--- src/rtl/round_pack_f64_arbiter_if.sv ---
// round_pack_f64_arbiter_if
//   Requester-side bus of the shared roundAndPackFloat64 arbiter.
//   Carries the per-requester request lanes (packed, lane i at bits
//   [W*i +: W]), the per-requester sticky flag view and clear strobes,
//   and the single shared response channel.
//   master : the requesters / response consumer (drives req_*, flag_clr, resp_ready)
//   slave  : the arbiter (drives req_ready, flags, resp_*)
interface round_pack_f64_arbiter_if #(
  parameter int NUM_REQ = 4,
  parameter int ID_W    = 2
);
  logic [NUM_REQ-1:0]    req_valid;
  logic [NUM_REQ-1:0]    req_ready;
  logic [NUM_REQ-1:0]    req_sign;
  logic [12*NUM_REQ-1:0] req_exp;
  logic [64*NUM_REQ-1:0] req_sig;
  logic [NUM_REQ-1:0]    flag_clr;
  logic [32*NUM_REQ-1:0] flags;
  logic                  resp_valid;
  logic                  resp_ready;
  logic [ID_W-1:0]       resp_id;
  logic [63:0]           resp_data;
  logic [31:0]           resp_flags;

  modport master (
    output req_valid, req_sign, req_exp, req_sig, flag_clr, resp_ready,
    input  req_ready, flags, resp_valid, resp_id, resp_data, resp_flags
  );

  modport slave (
    input  req_valid, req_sign, req_exp, req_sig, flag_clr, resp_ready,
    output req_ready, flags, resp_valid, resp_id, resp_data, resp_flags
  );
endinterface

--- src/rtl/round_pack_f64_arbiter.sv ---
// round_pack_f64_arbiter
//   Shares one roundAndPackFloat64 core among NUM_REQ requesters. Grants
//   round-robin, runs the core's ap_start/ap_ready handshake, threads a
//   sticky 32-bit exception-flag register per requester through the core,
//   and returns each result tagged with its requester id.
// Ports
//   ap_clk, ap_rst    : clock, asynchronous active-high reset (shared with core)
//   bus (slave)       : requester lanes, flag view/clear, response channel
//   key_in            : working key, forwarded to core_working_key
//   core_*            : control, operands and flag threading of the core
module round_pack_f64_arbiter #(
  parameter int NUM_REQ = 4,
  parameter int ID_W    = 2
) (
  input  logic                        ap_clk,
  input  logic                        ap_rst,
  round_pack_f64_arbiter_if.slave     bus,
  input  logic [6:0]                  key_in,
  output logic [6:0]                  core_working_key,
  output logic                        core_start,
  input  logic                        core_ready,
  input  logic                        core_done,
  input  logic                        core_idle,
  output logic                        core_zSign,
  output logic [11:0]                 core_zExp,
  output logic [63:0]                 core_zSig,
  output logic [31:0]                 core_flag_i,
  input  logic [31:0]                 core_flag_o,
  input  logic                        core_flag_o_vld,
  input  logic [63:0]                 core_return
);

  typedef enum logic [1:0] {IDLE, ISSUE, WAIT, RESP} state_t;

  state_t              state_q, state_d;
  logic [ID_W-1:0]     rr_q, rr_d;
  logic [ID_W-1:0]     owner_q, owner_d;
  logic [NUM_REQ-1:0]  req_ready_q, req_ready_d;
  logic                core_start_q, core_start_d;
  logic                op_sign_q, op_sign_d;
  logic [11:0]         op_exp_q, op_exp_d;
  logic [63:0]         op_sig_q, op_sig_d;
  logic [31:0]         core_flag_i_q, core_flag_i_d;
  logic [31:0]         tmp_flags_q, tmp_flags_d;
  logic                resp_valid_q, resp_valid_d;
  logic [ID_W-1:0]     resp_id_q, resp_id_d;
  logic [63:0]         resp_data_q, resp_data_d;
  logic [31:0]         resp_flags_q, resp_flags_d;

  logic [NUM_REQ-1:0][31:0] flags_vec;
  logic                     grant_found;
  logic [ID_W-1:0]          grant_idx;
  logic                     wb_en;
  logic [31:0]              final_flags;

  // ap_done/ap_idle are deliberately ignored: the core holds ap_done high
  // while idle, so completion is taken from ap_ready only.
  logic unused_core_status;
  assign unused_core_status = &{1'b0, core_done, core_idle};

  // Write-back happens on the ap_ready cycle; a flag update arriving on that
  // same cycle has not reached tmp_flags yet, so take it directly.
  assign wb_en       = (state_q == WAIT) && core_ready;
  assign final_flags = core_flag_o_vld ? core_flag_o : tmp_flags_q;

  // First valid requester at or after the round-robin pointer, cyclically.
  always_comb begin
    logic [ID_W:0] idx;
    grant_found = 1'b0;
    grant_idx   = '0;
    for (int k = 0; k < NUM_REQ; k++) begin
      idx = (ID_W+1)'(rr_q) + (ID_W+1)'(k);
      if (idx >= (ID_W+1)'(NUM_REQ)) idx = idx - (ID_W+1)'(NUM_REQ);
      if (!grant_found && bus.req_valid[idx[ID_W-1:0]]) begin
        grant_found = 1'b1;
        grant_idx   = idx[ID_W-1:0];
      end
    end
  end

  // Sticky flag registers: clear beats a coinciding write-back.
  for (genvar gi = 0; gi < NUM_REQ; gi++) begin : g_flag
    logic [31:0] flag_q, flag_d;
    always_comb begin
      flag_d = flag_q;
      if (wb_en && (owner_q == ID_W'(gi))) flag_d = final_flags;
      if (bus.flag_clr[gi]) flag_d = 32'd0;
    end
    always_ff @(posedge ap_clk or posedge ap_rst) begin
      if (ap_rst) flag_q <= 32'd0;
      else        flag_q <= flag_d;
    end
    assign flags_vec[gi]          = flag_q;
    assign bus.flags[32*gi +: 32] = flag_q;
  end

  always_comb begin
    state_d       = state_q;
    rr_d          = rr_q;
    owner_d       = owner_q;
    req_ready_d   = '0;
    core_start_d  = core_start_q;
    op_sign_d     = op_sign_q;
    op_exp_d      = op_exp_q;
    op_sig_d      = op_sig_q;
    core_flag_i_d = core_flag_i_q;
    tmp_flags_d   = tmp_flags_q;
    resp_valid_d  = resp_valid_q;
    resp_id_d     = resp_id_q;
    resp_data_d   = resp_data_q;
    resp_flags_d  = resp_flags_q;
    case (state_q)
      IDLE: begin
        if (grant_found) begin
          req_ready_d[grant_idx] = 1'b1;
          op_sign_d    = bus.req_sign[grant_idx];
          op_exp_d     = bus.req_exp[12*grant_idx +: 12];
          op_sig_d     = bus.req_sig[64*grant_idx +: 64];
          owner_d      = grant_idx;
          // Snapshot of the owner's flags seen by the core for the whole
          // operation; a later clear does not disturb the in-flight op.
          core_flag_i_d = bus.flag_clr[grant_idx] ? 32'd0 : flags_vec[grant_idx];
          tmp_flags_d   = core_flag_i_d;
          core_start_d  = 1'b1;
          state_d       = ISSUE;
        end
      end
      ISSUE: state_d = WAIT;
      WAIT: begin
        if (core_flag_o_vld) tmp_flags_d = core_flag_o;
        if (core_ready) begin
          resp_data_d  = core_return;
          resp_id_d    = owner_q;
          resp_flags_d = final_flags;
          resp_valid_d = 1'b1;
          core_start_d = 1'b0;
          state_d      = RESP;
        end
      end
      RESP: begin
        if (bus.resp_ready) begin
          resp_valid_d = 1'b0;
          rr_d    = (owner_q == ID_W'(NUM_REQ-1)) ? '0 : owner_q + ID_W'(1);
          state_d = IDLE;
        end
      end
      default: state_d = IDLE;
    endcase
  end

  always_ff @(posedge ap_clk or posedge ap_rst) begin
    if (ap_rst) begin
      state_q       <= IDLE;
      rr_q          <= '0;
      owner_q       <= '0;
      req_ready_q   <= '0;
      core_start_q  <= 1'b0;
      op_sign_q     <= 1'b0;
      op_exp_q      <= 12'd0;
      op_sig_q      <= 64'd0;
      core_flag_i_q <= 32'd0;
      tmp_flags_q   <= 32'd0;
      resp_valid_q  <= 1'b0;
      resp_id_q     <= '0;
      resp_data_q   <= 64'd0;
      resp_flags_q  <= 32'd0;
    end else begin
      state_q       <= state_d;
      rr_q          <= rr_d;
      owner_q       <= owner_d;
      req_ready_q   <= req_ready_d;
      core_start_q  <= core_start_d;
      op_sign_q     <= op_sign_d;
      op_exp_q      <= op_exp_d;
      op_sig_q      <= op_sig_d;
      core_flag_i_q <= core_flag_i_d;
      tmp_flags_q   <= tmp_flags_d;
      resp_valid_q  <= resp_valid_d;
      resp_id_q     <= resp_id_d;
      resp_data_q   <= resp_data_d;
      resp_flags_q  <= resp_flags_d;
    end
  end

  assign bus.req_ready      = req_ready_q;
  assign bus.resp_valid     = resp_valid_q;
  assign bus.resp_id        = resp_id_q;
  assign bus.resp_data      = resp_data_q;
  assign bus.resp_flags     = resp_flags_q;
  assign core_working_key   = key_in;
  assign core_start         = core_start_q;
  assign core_zSign         = op_sign_q;
  assign core_zExp          = op_exp_q;
  assign core_zSig          = op_sig_q;
  assign core_flag_i        = core_flag_i_q;

endmodule

--- src/flat_wrapper.sv ---
// flat-port wrapper written by rule: the top's interface ports become plain ports
module round_pack_f64_arbiter_flat 
#(
  parameter int NUM_REQ = 4,
  parameter int ID_W    = 2
)
  (ap_clk, ap_rst, key_in, core_working_key, core_start, core_ready, core_done, core_idle, core_zSign, core_zExp, core_zSig, core_flag_i, core_flag_o, core_flag_o_vld, core_return, bus_req_valid, bus_req_sign, bus_req_exp, bus_req_sig, bus_flag_clr, bus_resp_ready, bus_req_ready, bus_flags, bus_resp_valid, bus_resp_id, bus_resp_data, bus_resp_flags);
  round_pack_f64_arbiter_if #(.NUM_REQ(NUM_REQ), .ID_W(ID_W)) bus_i ();
  input  logic ap_clk;
  input  logic ap_rst;
  input  logic [6:0] key_in;
  output logic [6:0] core_working_key;
  output logic core_start;
  input  logic core_ready;
  input  logic core_done;
  input  logic core_idle;
  output logic core_zSign;
  output logic [11:0] core_zExp;
  output logic [63:0] core_zSig;
  output logic [31:0] core_flag_i;
  input  logic [31:0] core_flag_o;
  input  logic core_flag_o_vld;
  input  logic [63:0] core_return;
  input wire logic [$bits(bus_i.req_valid)-1:0] bus_req_valid;
  input wire logic [$bits(bus_i.req_sign)-1:0] bus_req_sign;
  input wire logic [$bits(bus_i.req_exp)-1:0] bus_req_exp;
  input wire logic [$bits(bus_i.req_sig)-1:0] bus_req_sig;
  input wire logic [$bits(bus_i.flag_clr)-1:0] bus_flag_clr;
  input wire logic [$bits(bus_i.resp_ready)-1:0] bus_resp_ready;
  output wire logic [$bits(bus_i.req_ready)-1:0] bus_req_ready;
  output wire logic [$bits(bus_i.flags)-1:0] bus_flags;
  output wire logic [$bits(bus_i.resp_valid)-1:0] bus_resp_valid;
  output wire logic [$bits(bus_i.resp_id)-1:0] bus_resp_id;
  output wire logic [$bits(bus_i.resp_data)-1:0] bus_resp_data;
  output wire logic [$bits(bus_i.resp_flags)-1:0] bus_resp_flags;
  assign bus_i.req_valid = bus_req_valid;
  assign bus_i.req_sign = bus_req_sign;
  assign bus_i.req_exp = bus_req_exp;
  assign bus_i.req_sig = bus_req_sig;
  assign bus_i.flag_clr = bus_flag_clr;
  assign bus_i.resp_ready = bus_resp_ready;
  assign bus_req_ready = bus_i.req_ready;
  assign bus_flags = bus_i.flags;
  assign bus_resp_valid = bus_i.resp_valid;
  assign bus_resp_id = bus_i.resp_id;
  assign bus_resp_data = bus_i.resp_data;
  assign bus_resp_flags = bus_i.resp_flags;
  round_pack_f64_arbiter #(.NUM_REQ(NUM_REQ), .ID_W(ID_W)) u_core (.ap_clk(ap_clk), .ap_rst(ap_rst), .bus(bus_i), .key_in(key_in), .core_working_key(core_working_key), .core_start(core_start), .core_ready(core_ready), .core_done(core_done), .core_idle(core_idle), .core_zSign(core_zSign), .core_zExp(core_zExp), .core_zSig(core_zSig), .core_flag_i(core_flag_i), .core_flag_o(core_flag_o), .core_flag_o_vld(core_flag_o_vld), .core_return(core_return));
endmodule
--- config.mk ---
export PLATFORM = sky130hd
export DESIGN_NAME = round_pack_f64_arbiter_flat
export DESIGN_NICKNAME = d
export VERILOG_FILES = /design/src/rtl/round_pack_f64_arbiter_if.sv /design/src/rtl/round_pack_f64_arbiter.sv /design/src/flat_wrapper.sv
export SDC_FILE = /design/constraint.sdc
export NUM_CORES = 1
export LEC_CHECK = 0
export ABC_AREA = 1
export CORE_AREA = 2 2 298 300
export DETAILED_ROUTE_END_ITERATION = 16
export DIE_AREA = 0 0 300 302
export MAX_ROUTING_LAYER = met4
export SLEW_MARGIN = 0
export SYNTH_ARGS = -nofsm -noshare
export SYNTH_HDL_FRONTEND = slang
export SYNTH_SLANG_ARGS = --single-unit
--- constraint.sdc ---
create_clock -name ap_clk -period 31.6 [get_ports ap_clk]
set_input_delay 3.16 -clock ap_clk [delete_from_list [all_inputs] [get_ports ap_clk]]
set_output_delay 3.16 -clock ap_clk [all_outputs]
set_load 0.005 [all_outputs]
==> results.cfg, run 1 <==
[status]
status = complete, no violations

[cts]
clock_path_buffers = 3
post_cts_buffers = 0
hold_buffers = 0
cts_tree = built
worstSkewPairLatency_ps = 620
cts_made_buffers = 48
cts_resized = 0
h-tree-depth = 2
root_buffer = clkbuf_16
path_clk_slew_ps = 60
cts_sinks = 379

[synth]
yosysUniqueCellTypes = 27
synth_edf_count = 0
ys.flop_type = dfrtp_1
yosysSeqAreaShare_pct = 49.3
avgSynthCellArea_um2 = 7.21
synth-warning-count = 0
synthCells = 2668
async_reset_ff_share_pct = 100
ys_seq_elements = 379
synth_nets = 3102
synth_area_mm2 = 0.0192

[sta]
period_needed_ps = 7320
drv_slew = 0
clock_skew_ps = 52.5
fmax_ghz = 0.137
fin_crit_sh_pct = 23.2
slew_headroom_pct = 21.7
grt_setup_unrepaired = false
setup_viol = 0
tightest_slew_ps = 1170
hold_violations = 0
fin_setup_tns_ps = 0

[pwr]
p_leak_nw = 13.8
ir_worst_vdd_mv = 0.0748
p_per_area_mw_per_mm2 = 102

[worst_setup_path]
critical_path.max_fanout = 68
arrival_ps = 7850
crit_path_end_kind = register
crit_chain = clkdlybuf4s50_1 -> inv_1 -> nand2_1 -> nand3_1 -> nand2_1 -> nand2_1 -> nand2_1 -> nand2_4 -> nand3_4 -> buf_4 -> nand2_1 -> nand2_1 -> nand2_1 -> nand2_2 -> buf_4 -> nand2_1 -> o21ai_0
crit_top_cell = nand2_1
start_kind = input pin
required_ps = 32130
rrSetupSlack_ps = 26680
path_class = in -> reg
slowest_stage = nand3_4
crit_path_max_incr_delay_ps = 740

[routing]
dr.pass1.iters = 5
routed_wl_um = 105000
vias_per_cell = 4.66
ant_nets = 0
drtIter0Drc = 1530
drcViolationCount = 0
avgRoutedWirePerCell_um = 23.2
vias = 21100

[placement]
io_buffers = 757
hpwl_um = 72700
finalWeightedCongestion = 0.922
dp.cells = 4423

[grt]
track_usage_pct = 22.9
grt_pass1_vias = 20500
grt_pass1_wl_um = 147000
antenna_found_initial = 28
grt_max_degree = 137
overflow = 0

[floorplanning]
row_count = 109
dieArea_mm2 = 0.0906
initial_core_util_pct = 22.0
io-pin-count = 774
die_w_um = 300
die_h_um = 302
core-area_mm2 = 0.0876

[finish]
final_nets = 3742
synthToLayoutAreaGrowth_pct = 52.3
n_fill_cell = 9350
drive_gt1_share_pct = 4.19
final_cell_mix = nand2_1, clkdlybuf4s50_1, dfrtp_1
final_core_util_pct = 33.5
instances_no_fill = 4522
final_common_cell = nand2_1

[flow_run]
cap_viol_max_count = 0

[hold_path]
worstHoldPathType = reg -> reg
per-layer routing:
metal | global-route usage, % | up-vias | wire [um] | part of all wire, %
met5 | - | - | 0 | 0
met4 | 10.1 | 0 | 4920 | 4.7
met1 | 25.4 | 10100 | 40700 | 39
li1 | - | 9786 | - | -
met2 | 38.9 | 958 | 51000 | 49
met3 | 5.88 | 217 | 8210 | 7.8
power by group:
part / internal, mW / switching, mW / leakage (nW)
logic: 0.549 / 1.17 / 8.05
clock network: 0.324 / 0.240 / 0.772
registers: 0.624 / 0.0785 / 5.01
synth_stat cells, types with 3 or more instances:
cell      number  area [um2]
a21oi_1       32         160
buf_1         18        67.6
buf_2         70         350
buf_4         20         150
buf_6          4        45.0
clkbuf_1      81         304
clkinv_1       4        15.0
dfrtp_1      379        9480
ha_1           8         100
inv_1         82         308
inv_2          8        30.0
nand2_1     1408        5290
nand2_2        5        31.3
nand3_1      261        1310
nand4_1       67         419
nor2_1         3        11.3
o21ai_0      144         721
o21ai_1       32         160
o22ai_1       32         200
final cells by class:
class                           count  area (um2)  share of cell area, %
Tap cell                         1165        1460                   4.97
Sequential cell                   379        9480                   32.4
Multi-Input combinational cell   2001        8570                   29.2
Inverter                           95         375                   1.28
Antenna cell                       14        35.0                  0.120
Timing Repair Buffer              783        7780                   26.5
Clock buffer                       68        1390                   4.73
Clock inverter                     17         226                  0.773
kinds of logic (layout without fill, tap and decap cells):
family | after synthesis | in the layout | synth area share [%]
buf+inv | 288 | 963 | 6.64
simple gates | 1752 | 1752 | 37.1
flops | 379 | 379 | 49.3
compound gates | 241 | 241 | 6.49
other cells | 0 | 14 | 0
fa+ha+maj | 8 | 8 | 0.520
worst max-delay path, delay by kind of cell:
family	cells	cell delay, ps
simple gates	12	2630
compound gates	1	200
buf+inv	4	1680
state kept, by name, summed over array words and instances (netlist names):
register,cells
u_core.rr_q,2
u_core.owner_q,2
u_core.bus.resp_data,64
u_core.core_zExp,12
u_core.g_flag.flag_q,128
u_core.bus.resp_valid,1
u_core.bus.req_ready,4
u_core.tmp_flags_q,32
u_core.bus.resp_id,2
u_core.core_flag_i,32
u_core.core_start,1
u_core.core_zSig,64
u_core.state_q,2
u_core.core_zSign,1
u_core.bus.resp_flags,32
final timing paths:
path / start / cells past startpoint / end
worst max-delay path: bus_req_valid[3] / 17 / u_core.core_flag_i[30]
worst min-delay path: u_core.bus.resp_data[18] / 2 / u_core.bus.resp_data[18]
worst max register to register: u_core.rr_q[0] / 16 / u_core.core_flag_i[30]
worst min register to register: u_core.bus.resp_data[18] / 2 / u_core.bus.resp_data[18]
max in group asynchronous: ap_rst / 4 / u_core.tmp_flags_q[31]
min in group asynchronous: ap_rst / 2 / u_core.core_zExp[7]
through the flow:
stage	instance area, um2	hold slack [ps]	total power, mW	worst slack [ps]
2_1_floorplan	19200	449	1.69	17910
5_1_grt	29300	487	3.20	23960
4_1_cts	29300	479	3.04	24290
3_5_place_dp	27700	464	2.45	23590
6_report	29300	476	2.99	24280
3_3_place_gp	27700	461	2.45	23700
Power figures use the tool's default switching activity.
==> run 2: changes to the inputs <==
- clock period: 31.6 -> 6.99 ns (I/O delays scaled with it)
==> run 2 against run 1 <==
  * Non-clock buffer count rose by 6
  * Largest power group unchanged
  * Hold slack improved by 1.8 ps
  * Cell count barely moved
  * Setup slack got worse by 22000 ps
  * Flip-flop and latch count did not move
  * Clock-buffer cell count fell by 1
==> results.cfg, run 2 (synthesized netlist as in run 1, its figures left out) <==
[routing]
ant_nets = 0
vias = 21000
drtIter0Drc = 1582
drcViolationCount = 0
routed_wl_um = 106000
dr.pass1.iters = 5
vias_per_cell = 4.63
avgRoutedWirePerCell_um = 23.5

[sta]
fin_crit_sh_pct = 69.6
setup_viol = 0
tightest_slew_ps = 1270
clock_skew_ps = 41.5
hold_violations = 0
drv_slew = 0
fmax_ghz = 0.206
slew_headroom_pct = 15.3
period_needed_ps = 4860
grt_setup_unrepaired = false
fin_setup_tns_ps = 0

[worst_setup_path]
crit_path_max_incr_delay_ps = 1120
crit_path_end_kind = register
start_kind = register
path_delay_family = simple AND/OR/NAND/NOR gates
crit_top_cell = buf_4
arrival_ps = 5320
crit_chain = inv_1 -> ha_2 -> buf_4 -> nand2_4 -> inv_2 -> buf_4 -> nand3_2 -> o21ai_0
path_class = reg -> reg
required_ps = 7450
crit_buf_inv = 4
critical_path.max_fanout = 83
slowest_stage = nand3_2

[grt]
grt_max_degree = 150
track_usage_pct = 23.5
grt_pass1_vias = 20700
grt_pass1_wl_um = 150000
antenna_found_initial = 21
overflow = 0

[placement]
io_buffers = 757
finalWeightedCongestion = 0.926
hpwl_um = 73900

[cts]
cts_resized = 0
worstSkewPairLatency_ps = 610
h-tree-depth = 2
hold_buffers = 0
root_buffer = clkbuf_16
path_clk_slew_ps = 60
cts_made_buffers = 48
post_cts_buffers = 0
cts_sinks = 379
cts_tree = built
clock_path_buffers = 3

[finish]
multi_input_area_mm2 = 0.00857
final_common_cell = nand2_1
final_nets = 3748
seqCellArea_mm2 = 0.00948
drive_gt1_share_pct = 4.33
synthToLayoutAreaGrowth_pct = 52.6
top_register = u_core.g_flag.flag_q
final_cell_mix = nand2_1, clkdlybuf4s50_1, dfrtp_1
largest_reg_flops = 128
n_fill_cell = 9338

[pwr]
finalPower_mw = 13.7
p_per_area_mw_per_mm2 = 468
ir_worst_vdd_mv = 0.494
p_leak_nw = 13.9

[floorplanning]
core-area_mm2 = 0.0876
dieArea_mm2 = 0.0906
die_w_um = 300
die_h_um = 302
io-pin-count = 774
initial_core_util_pct = 22.0
row_count = 109

[status]
status = complete, no violations

[flow_run]
cap_viol_max_count = 0

[hold_path]
worstHoldPathType = reg -> reg
==> run 2: report_power, final <==
group,internal (mW),switching [mW]
Combinational,2.56,5.43
Sequential,2.82,0.359
Clock,1.46,1.09
==> run 2: metrics by stage <==
step / cells / util [%] / setup slack, ps / area [um2] / hold WS (ps)
2_1_floorplan: 2668 / - / 1200 / 19200 / 449
3_3_place_gp: 4429 / 31.7 / 2210 / 27800 / 462
3_5_place_dp: 4429 / 31.7 / 2120 / 27800 / 464
4_1_cts: 4516 / 33.5 / 2040 / 29300 / 462
5_1_grt: 4526 / 33.5 / 1780 / 29400 / 489
6_report: 4526 / 33.5 / 2130 / 29400 / 478
==> run 2: layer usage <==
metal	part of all wire, %	vias up	track usage [%]	wire length, um
met4	4.9	0	10.6	5190
li1	-	9783	-	-
met1	38	10100	26.0	40600
met3	7.7	177	5.65	8160
met5	0	-	-	0
met2	49	904	40.0	52300
==> run 2: layout make-up <==
type                    instances  area share [%]
clock buffers                  67            4.57
inverters                      95            1.28
well taps                    1165            4.96
flip-flops and latches        379            32.3
diodes                         10          0.0852
repair buffers                789            26.8
clock inverters                20           0.831
multi-input cells            2001            29.2
==> run 2: worst paths after layout <==
| check | endpoint | cells after the start | slack [ps] | from |
|---|---|---|---|---|
| worst max-delay path | u_core.g_flag[2].flag_q[6] | 8 | 2130 | u_core.state_q[0] |
| worst min-delay path | u_core.bus.resp_data[48] | 2 | 480 | u_core.bus.resp_data[48] |
| worst max register to register | u_core.g_flag[2].flag_q[6] | 8 | 2130 | u_core.state_q[0] |
| worst min register to register | u_core.bus.resp_data[48] | 2 | 480 | u_core.bus.resp_data[48] |
| max in group asynchronous | u_core.bus.resp_flags[5] | 4 | 4560 | ap_rst |
| min in group asynchronous | u_core.core_zSig[45] | 2 | 500 | ap_rst |
==> run 2: tightest hold or removal path: cells and delay by family (launching register included) <==
family	cells	cell delay, ps
simple gates	2	100
flops	1	340
==> run 3: changes to the inputs <==
- clock period: 6.99 -> 4.2 ns (I/O delays scaled with it)
==> run 3 against run 2 <==
  * Flip-flop and latch count unchanged
  * Combinational power up 69%
  * Total power up 68%
  * Sequential share of layout area down 0.32 points
  * Non-clock buffer count up 20
==> results.cfg, run 3 (synthesized netlist as in run 1, its figures left out) <==
[status]
status = complete, no violations

[worst_setup_path]
critical_path.max_fanout = 51
reg2regPathDepth = 16
rrSetupSlack_ps = 900
required_ps = 4660
path_class = reg -> reg
crit-reg2reg-launch = u_core.rr_q[0]
arrival_ps = 3750
crit_path_end_kind = register
start_kind = register
rr_endpoint = u_core.core_zSig[3]

[grt]
antenna_found_initial = 28
overflow = 0
grt_pass1_vias = 20700
grt_pass1_wl_um = 149000
track_usage_pct = 23.3
grt_max_degree = 134

[cts]
post_cts_buffers = 0
worstSkewPairLatency_ps = 620
root_buffer = clkbuf_16
cts_resized = 0
cts_made_buffers = 48
h-tree-depth = 2
cts_sinks = 379
cts_tree = built
clock_path_buffers = 3
hold_buffers = 0
path_clk_slew_ps = 60

[finish]
seqCellArea_mm2 = 0.00948
top_register = u_core.g_flag.flag_q
synthToLayoutAreaGrowth_pct = 54.1
largest_reg_flops = 128
drive_gt1_share_pct = 5.04
multi_input_area_mm2 = 0.00857
final_cell_area_mm2 = 0.0297
n_fill_cell = 9327
final_nets = 3768
final_cell_mix = nand2_1, clkdlybuf4s50_1, dfrtp_1
final_common_cell = nand2_1

[placement]
finalWeightedCongestion = 0.926
io_buffers = 757
dpl-instance-area_mm2 = 0.0280
dpl_worst_slack_ps = 644
hpwl_um = 77200

[sta]
layout_setup_ws_ps = 905
tightest_slew_ps = 1060
fin_crit_sh_pct = 78.5
clock_skew_ps = 59.0
period_needed_ps = 3300
setup_viol = 0
grt_setup_unrepaired = false
hold_violations = 0
fmax_ghz = 0.303
slew_headroom_pct = 28.8
drv_slew = 0

[pwr]
p_per_area_mw_per_mm2 = 777
p_leak_nw = 14.0
ir_worst_vdd_mv = 0.632
finalPower_mw = 23.1

[floorplanning]
row_count = 109
initial_core_util_pct = 22.0
io-pin-count = 774
die_h_um = 302
dieArea_mm2 = 0.0906
die_w_um = 300
core-area_mm2 = 0.0876

[hold_path]
worstHoldPathType = in -> async

[flow_run]
cap_viol_max_count = 0

[routing]
vias = 21000
drtIter0Drc = 1518
dr.pass1.iters = 6
vias_per_cell = 4.60
ant_nets = 0
drcViolationCount = 0
avgRoutedWirePerCell_um = 23.2
routed_wl_um = 106000
==> run 3: cell count changes in the layout (fill, tap and decap cells not counted), moves of 5 or more <==
cell	before	now
buf_12	4	13
buf_4	28	39
clkbuf_1	12	7
clkinvlp_4	3	8
diode_2	10	19
==> run 3: report_power, final <==
group	internal (mW)	total, mW	switching [mW]
Combinational	4.51	13.5	8.97
Clock	2.45	4.28	1.83
Sequential	4.69	5.29	0.594
==> run 3: metrics by stage <==
step                utilization, %  TNS [ps]  instances  hold slack, ps
floorplan                        -   -497260       2668             449
global placement              32.0         0       4449             462
detailed placement            32.0         0       4449             464
CTS                           33.8         0       4536             246
global route                  33.9         0       4552             272
finish                        33.9         0       4555             275
==> run 3: routing by layer <==
metal / up-vias / global-route usage, % / routed length, um
li1: 9858 / - / -
met4: 0 / 11.1 / 5450
met3: 167 / 6.54 / 8630
met1: 10000 / 25.5 / 40500
met5: - / - / 0
met2: 903 / 39.0 / 51300
==> run 3: layout make-up <==
type,count,share of cell area (%)
antenna,19,0.160
tap,1165,4.91
sequential,379,32.0
inverter,95,1.27
clock inverter,28,1.07
multi-input combinational,2001,28.9
timing repair buffer,809,27.4
clock buffer,59,4.32
==> run 3: worst max path at each step <==
stage	startpoint	to	depth (start not counted)
floorplan	ap_rst	u_core.bus.req_ready[0]	1
global placement	bus_req_valid[1]	u_core.core_zSig[57]	17
detailed placement	bus_req_valid[1]	u_core.core_zSig[57]	17
CTS	u_core.rr_q[0]	u_core.core_zSig[57]	16
global route	u_core.rr_q[0]	u_core.core_zSig[57]	16
finish	u_core.rr_q[0]	u_core.core_zSig[3]	16
==> run 3: worst max-delay path: stages (launching register included) <==
cell      delay [ps]
dfrtp_1          620
inv_6            100
nand2_1          110
nand3_1           70
nand2_1          100
nand2_1          120
nand2_1          120
nand2_4          100
nand2_1          190
clkinv_2         660
buf_4            440
nand3_1           70
nand2_1           60
nand2_1          140
nand3_1          100
nand2_1           60
nand2_1           60
==> patch 1, RTL diff (flow settings as in run 3) <==
Register the output `core_flag_i` once more, without a reset; this adds one clock of latency there. The other outputs are not delayed to match.
--- a/src/rtl/round_pack_f64_arbiter.sv
+++ b/src/rtl/round_pack_f64_arbiter.sv
@@ -194,3 +194,5 @@
   assign core_zSig          = op_sig_q;
-  assign core_flag_i        = core_flag_i_q;
+  always_ff @(posedge ap_clk) begin
+    core_flag_i <= core_flag_i_q;
+  end
 
Function: same outputs for any inputs over 4 cycles, from zero or initial values and one cycle with ap_rst high; that may be too few to reach the edited logic, so the function may still have changed.
==> patch 1 against run 3 <==
- worst setup slack got worse by 310 ps
- synthesized cell count decreased by 3.2%
- area after synthesis rose by 1.8%
- total power is 0.44% lower
- final area grew 1.2%
- sequential cell count rose by 32
- cell count down 2.1%
- count of clock-buffer cells in the layout up 10
- core utilization increased by 0.39 points
- highest routed layer unchanged
- routed wire length down 5.5%
==> patch 1: results (changes against run 3) <==
* Status: completed
* Max reg flops at 128 (unchanged)
* Largest net degree at the start of global routing at 154 (+15%)
* Critical Path AT at 4160 ps (+410 ps)
* H-tree depth at 2 (unchanged)
* Synth cell types at 28 (+3.7%)
* Net Count, Synth at 3,016 (-2.8%)
* Reg2reg setup slack at 590 ps (-310 ps)
* Most frequent cells after synthesis: nand2_1 (1,246), dfrtp_1 (379), nand3_1 (254)
* Vias in the first global route at 20.4k (-1.2%)
* DR vias/cell at 4.68 (+1.6%)
* Fin crit share at 85.9% (+7.4 points)
* Final Skew at 28.0 ps (-31.0 ps)
* CTS Root Cell: clkbuf_16
* Pre-CTS setup slack at 347 ps (-297 ps)
* DRT iter0 DRCs at 1,747 (+15%)
* Leakage power at 13.7 nW (-1.9%)
* Antenna violations before repair at 17 (-39%)
* Port bufs at 757 (unchanged)
* Ys async rst share at 92.2% (-7.8 points)
* Slew of the pin with the lowest slew margin at 1240 ps (+172 ps)
* Setup Fix Bufs, Post-CTS at 0 (unchanged)
* Nets@finish at 3,674 (-2.5%)
* Ranking of synthesized cells by area: dfrtp_1 (48%), nand2_1 (24%), nand3_1 (6.5%)
* Sequential share of the synthesized area at 51.7% (+2.4 points)
* Routability cong. at 0.915 (-1.3%)
* Num CTS Buffers at 52 (+8.3%)
* CTS Buffer Depth at 3 (unchanged)
* Fillers at 9,297 (-0.32%)
* Worst vdd ir at 883 uV (+40%)
* HPWL Detailed at 73,500 um (-4.8%)
* Clk Latency, worst-skew pair at 620 ps (about the same)
* Vias at 20.9k (-0.50%)
* CTS-repair resized insts at 0 (unchanged)
* Top reg by flops: u_core.g_flag.flag_q
* Placed instance count at 4,351 (-2.2%)
* WHS at 329 ps (+53.9 ps)
* Syn Inst Count at 2,582 (-3.2%)
* Ys flop type: dfrtp_1
* Ys Warns at 0 (unchanged)
* Share of post-route cells with drive strength above 1 at 4.63% (-0.41 points)
* Area after DPL at 0.0282 mm^2 (+0.64%)
* Clock transition at the registers of the reported paths at 60 ps (about the same)
* WL final at 100,000 um (-5.5%)
* Drt pass-1 iters at 6 (unchanged)
* First-pass GRT wire length at 142,000 um (-4.3%)
* CP Max Fanout at 66 (+29%)
* HP Class: primary input to register
* GRT Total Usage at 21.9% (-1.4 points)
## patch 1: per-layer routing
metal	vias to the layer above	GRT usage (%)	wire (um)
met4	0	12.1	5740
li1	9712	-	-
met3	204	6.19	9180
met1	9920	25.5	38700
met5	-	-	0
met2	1034	34.0	46300
## patch 1: final timing paths
path                                                       from                                 endpoint  cells after the start
setup reg to reg                     u_core.rr_q[0]$_DFFE_PP0P_        u_core.tmp_flags_q[3]$_DFFE_PP0P_                     16
hold / removal                                  core_return[50]     u_core.bus.resp_data[50]$_DFFE_PP0P_                      3
setup / recovery                     u_core.rr_q[0]$_DFFE_PP0P_        u_core.tmp_flags_q[3]$_DFFE_PP0P_                     16
min in group asynchronous                                ap_rst  u_core.g_flag[0].flag_q[10]$_DFFE_PP0P_                      3
hold reg to reg            u_core.core_flag_i_q[14]$_DFFE_PP0P_           u_core.core_flag_i[14]$_DFF_P_                      0
max in group asynchronous                                ap_rst       u_core.tmp_flags_q[31]$_DFFE_PP0P_                      4
## patch 1: logic make-up (layout without fill, tap and decap cells)
kind of cell               count (synthesis)  in the layout  synth area share (%)
DFF                                      411            411                  51.7
and+or+nand+nor                         1655           1655                  35.4
AOI/OAI and AO/OA                        217            217                  5.76
buffers and inverters                    291            989                  6.63
adders and majority gates                  8              8                 0.511
other                                      0             15                     0
## patch 1: final cells by class
type / instances / area, um^2 / share of cell area, %
diodes: 15 / 37.5 / 0.125
clock buffers: 69 / 1440 / 4.78
clock inverters: 25 / 340 / 1.13
inverters: 97 / 377 / 1.26
multi-input cells: 1880 / 8230 / 27.4
flip-flops and latches: 411 / 10100 / 33.7
well taps: 1165 / 1460 / 4.86
repair buffers: 798 / 8010 / 26.7
## patch 1: critical path: stages (launching register included)
cell and delay, ps:
dfrtp_1 530, inv_4 180, nand2_1 90, nand3_1 90, nand2_1 110, inv_1 140
nand2_1 80, nand2_2 100, buf_4 660, nand4_1 150, nand2_1 110, nand2_1 60
nand2_2 650, nand2_1 310, nand2_1 150, nand2_1 60, nand2_1 50
## patch 1: through the flow
stage                     power, mW  utilization (%)
final                          23.0             34.3
after global routing           24.4             34.3
after CTS                      23.1             34.2
after detailed placement       18.3             32.2
after global placement         18.2             32.2
after floorplan                12.8                -
## patch 1: report_power, final
part | total [mW] | switching [mW] | internal [mW]
clock network | 4.71 | 1.93 | 2.79
logic | 12.5 | 8.43 | 4.11
registers | 5.69 | 0.667 | 5.03
==> patch 2, RTL diff (flow settings as in run 3) <==
Without the edit above. `NUM_REQ` is set to 4 in 3 places; all go to 2.
--- a/src/rtl/round_pack_f64_arbiter_if.sv
+++ b/src/rtl/round_pack_f64_arbiter_if.sv
@@ -8,3 +8,3 @@
 interface round_pack_f64_arbiter_if #(
-  parameter int NUM_REQ = 4,
+  parameter int NUM_REQ = 2,
   parameter int ID_W    = 2
--- a/src/rtl/round_pack_f64_arbiter.sv
+++ b/src/rtl/round_pack_f64_arbiter.sv
@@ -11,3 +11,3 @@
 module round_pack_f64_arbiter #(
-  parameter int NUM_REQ = 4,
+  parameter int NUM_REQ = 2,
   parameter int ID_W    = 2
--- a/src/flat_wrapper.sv
+++ b/src/flat_wrapper.sv
@@ -3,3 +3,3 @@
 #(
-  parameter int NUM_REQ = 4,
+  parameter int NUM_REQ = 2,
   parameter int ID_W    = 2
Ports: changed (7 resized); port bits go from 774 to 550. No check against the original RTL was run, so the function may have changed too.
==> patch 2 against run 3 <==
- die area unchanged
- via count decreased by 37%
- critical path depth decreased by 10
- final area decreased by 26%
- total power decreased by 40%
- area after synthesis decreased by 26%
- core utilization decreased by 8.8 points
- non-clock buffer count decreased by 248
- worst setup slack improved by 640 ps
- first-iteration DRC count decreased by 54%
- routed wire length decreased by 45%
- sequential power decreased by 12%
- sequential cell count decreased by 66
- critical path type unchanged
- largest cell class unchanged
==> patch 2: results (changes against run 3) <==
* Setup crit end: u_core.g_flag[1].flag_q[24]$_DFFE_PP0P_
* Ranking of synthesized cells by area: dfrtp_1 (55%), nand2_1 (23%), o21ai_0 (3.9%)
* DRT iter0 DRCs at 696 (-54%)
* Sequential share of the synthesized area at 55.4% (+6.1 points)
* Net Count, Synth at 2,052 (-34%)
* Routability cong. at 0.790 (-15%)
* Share of post-route cells with drive strength above 1 at 4.53% (-0.51 points)
* Vias in the first global route at 13.0k (-37%)
* Most frequent cells after synthesis: nand2_1 (858), dfrtp_1 (313), o21ai_0 (110)
* Leakage power at 10.1 nW (-28%)
* Worst vdd ir at 324 uV (-49%)
* Avg Inst Size Synth at 7.95 um^2 (+10%)
* Synth Area in Adders at 0.354% (-0.17 points)
* Status: completed
* Placed instance count at 3,390 (-24%)
* Post-Route M1 WL at 24,200 um (-40%)
* Clk Latency, worst-skew pair at 570 ps (-50 ps)
* Reg2reg setup slack at 1550 ps (+640 ps)
* Synth cell types at 26 (-3.7%)
* Register-to-Register Path Depth at 6 (-10)
* WL final at 58,200 um (-45%)
* CP Max Fanout at 46 (-9.8%)
* Port bufs at 533 (-30%)
* Slew HR at 32.4% (+3.6 points)
* DR vias/cell at 3.81 (-17%)
* First-pass GRT wire length at 85,300 um (-43%)
* Cell Int Power at 8.80 mW (-24%)
* HPWL Detailed at 39,900 um (-48%)
* Compound-Gate Fraction of Synth Area at 9.64% (+3.1 points)
* Metal2 WL at 26,500 um (-48%)
* Antenna violations before repair at 6 (-79%)
* Final Skew at 26.4 ps (-32.7 ps)
* GRT Total Usage at 12.9% (-10 points)
* RR Startpoint: u_core.state_q[0]$_DFFE_PP0P_
* Num CTS Buffers at 40 (-17%)
* Nets@finish at 2,539 (-33%)
* Avg WL per Cell at 16.8 um (-28%)
* Drt pass-1 iters at 5 (-1)
* H-tree depth at 2 (unchanged)
[patch 2: layout make-up]
cell class / instances / area, um^2
fill: 9536 / 65600
sequential: 313 / 7830
timing repair buffer: 561 / 5590
multi-input combinational: 1249 / 5380
tap: 1165 / 1460
clock buffer: 59 / 1140
inverter: 102 / 387
clock inverter: 10 / 139
antenna: 3 / 7.51
[patch 2: kinds of logic after synthesis]
logic type	after synthesis
buffers and inverters	218
AND/OR/NAND/NOR	1010
flip-flops	313
AO/OA/AOI/OAI	235
adder cells (fa/ha/maj)	4
[patch 2: power by group through the flow]
stage | clock network (mW) | logic (mW) | registers (mW)
after floorplan | 0 | 2.67 | 4.70
after CTS | 3.61 | 5.81 | 4.65
after detailed placement | 0 | 5.79 | 4.67
after global routing | 3.72 | 6.35 | 4.76
after global placement | 0 | 5.73 | 4.66
final | 3.46 | 5.67 | 4.64
[patch 2: worst min path at each step]
| stage | start | end | slack [ps] | depth (start not counted) |
|---|---|---|---|---|
| 2_1_floorplan | u_core.tmp_flags_q[0]$_DFFE_PP0P_ | u_core.tmp_flags_q[0]$_DFFE_PP0P_ | 450 | 2 |
| 3_3_place_gp | u_core.bus.resp_data[4]$_DFFE_PP0P_ | u_core.bus.resp_data[4]$_DFFE_PP0P_ | 460 | 2 |
| 3_5_place_dp | u_core.bus.resp_data[9]$_DFFE_PP0P_ | u_core.bus.resp_data[9]$_DFFE_PP0P_ | 460 | 2 |
| 4_1_cts | bus_req_exp[5] | u_core.core_zExp[5]$_DFFE_PP0P_ | 330 | 3 |
| 5_1_grt | bus_req_sig[15] | u_core.core_zSig[15]$_DFFE_PP0P_ | 350 | 3 |
| 6_report | ap_rst | u_core.core_start$_DFFE_PP0P_ | 340 | 3 |
[patch 2: worst max-delay path, stage by stage, from the launching register on]
cell and delay (ps):
dfrtp_1 390, inv_1 110, ha_1 330, nand2_4 360, o21ai_4 880, buf_4 310
o22ai_1 90
[patch 2: per-stage QoR]
step / TNS (ps) / setup WS (ps)
2_1_floorplan: -121720 / -389
6_report: 0 / 1550
5_1_grt: 0 / 1350
3_5_place_dp: 0 / 1000
4_1_cts: 0 / 1490
3_3_place_gp: 0 / 1030
[patch 2: metal layers]
metal / vias up / global-route usage (%)
li1: 6540 / -
met1: 6157 / 15.0
met2: 435 / 20.5
met3: 73 / 5.10
met4: 0 / 3.70
met5: - / -
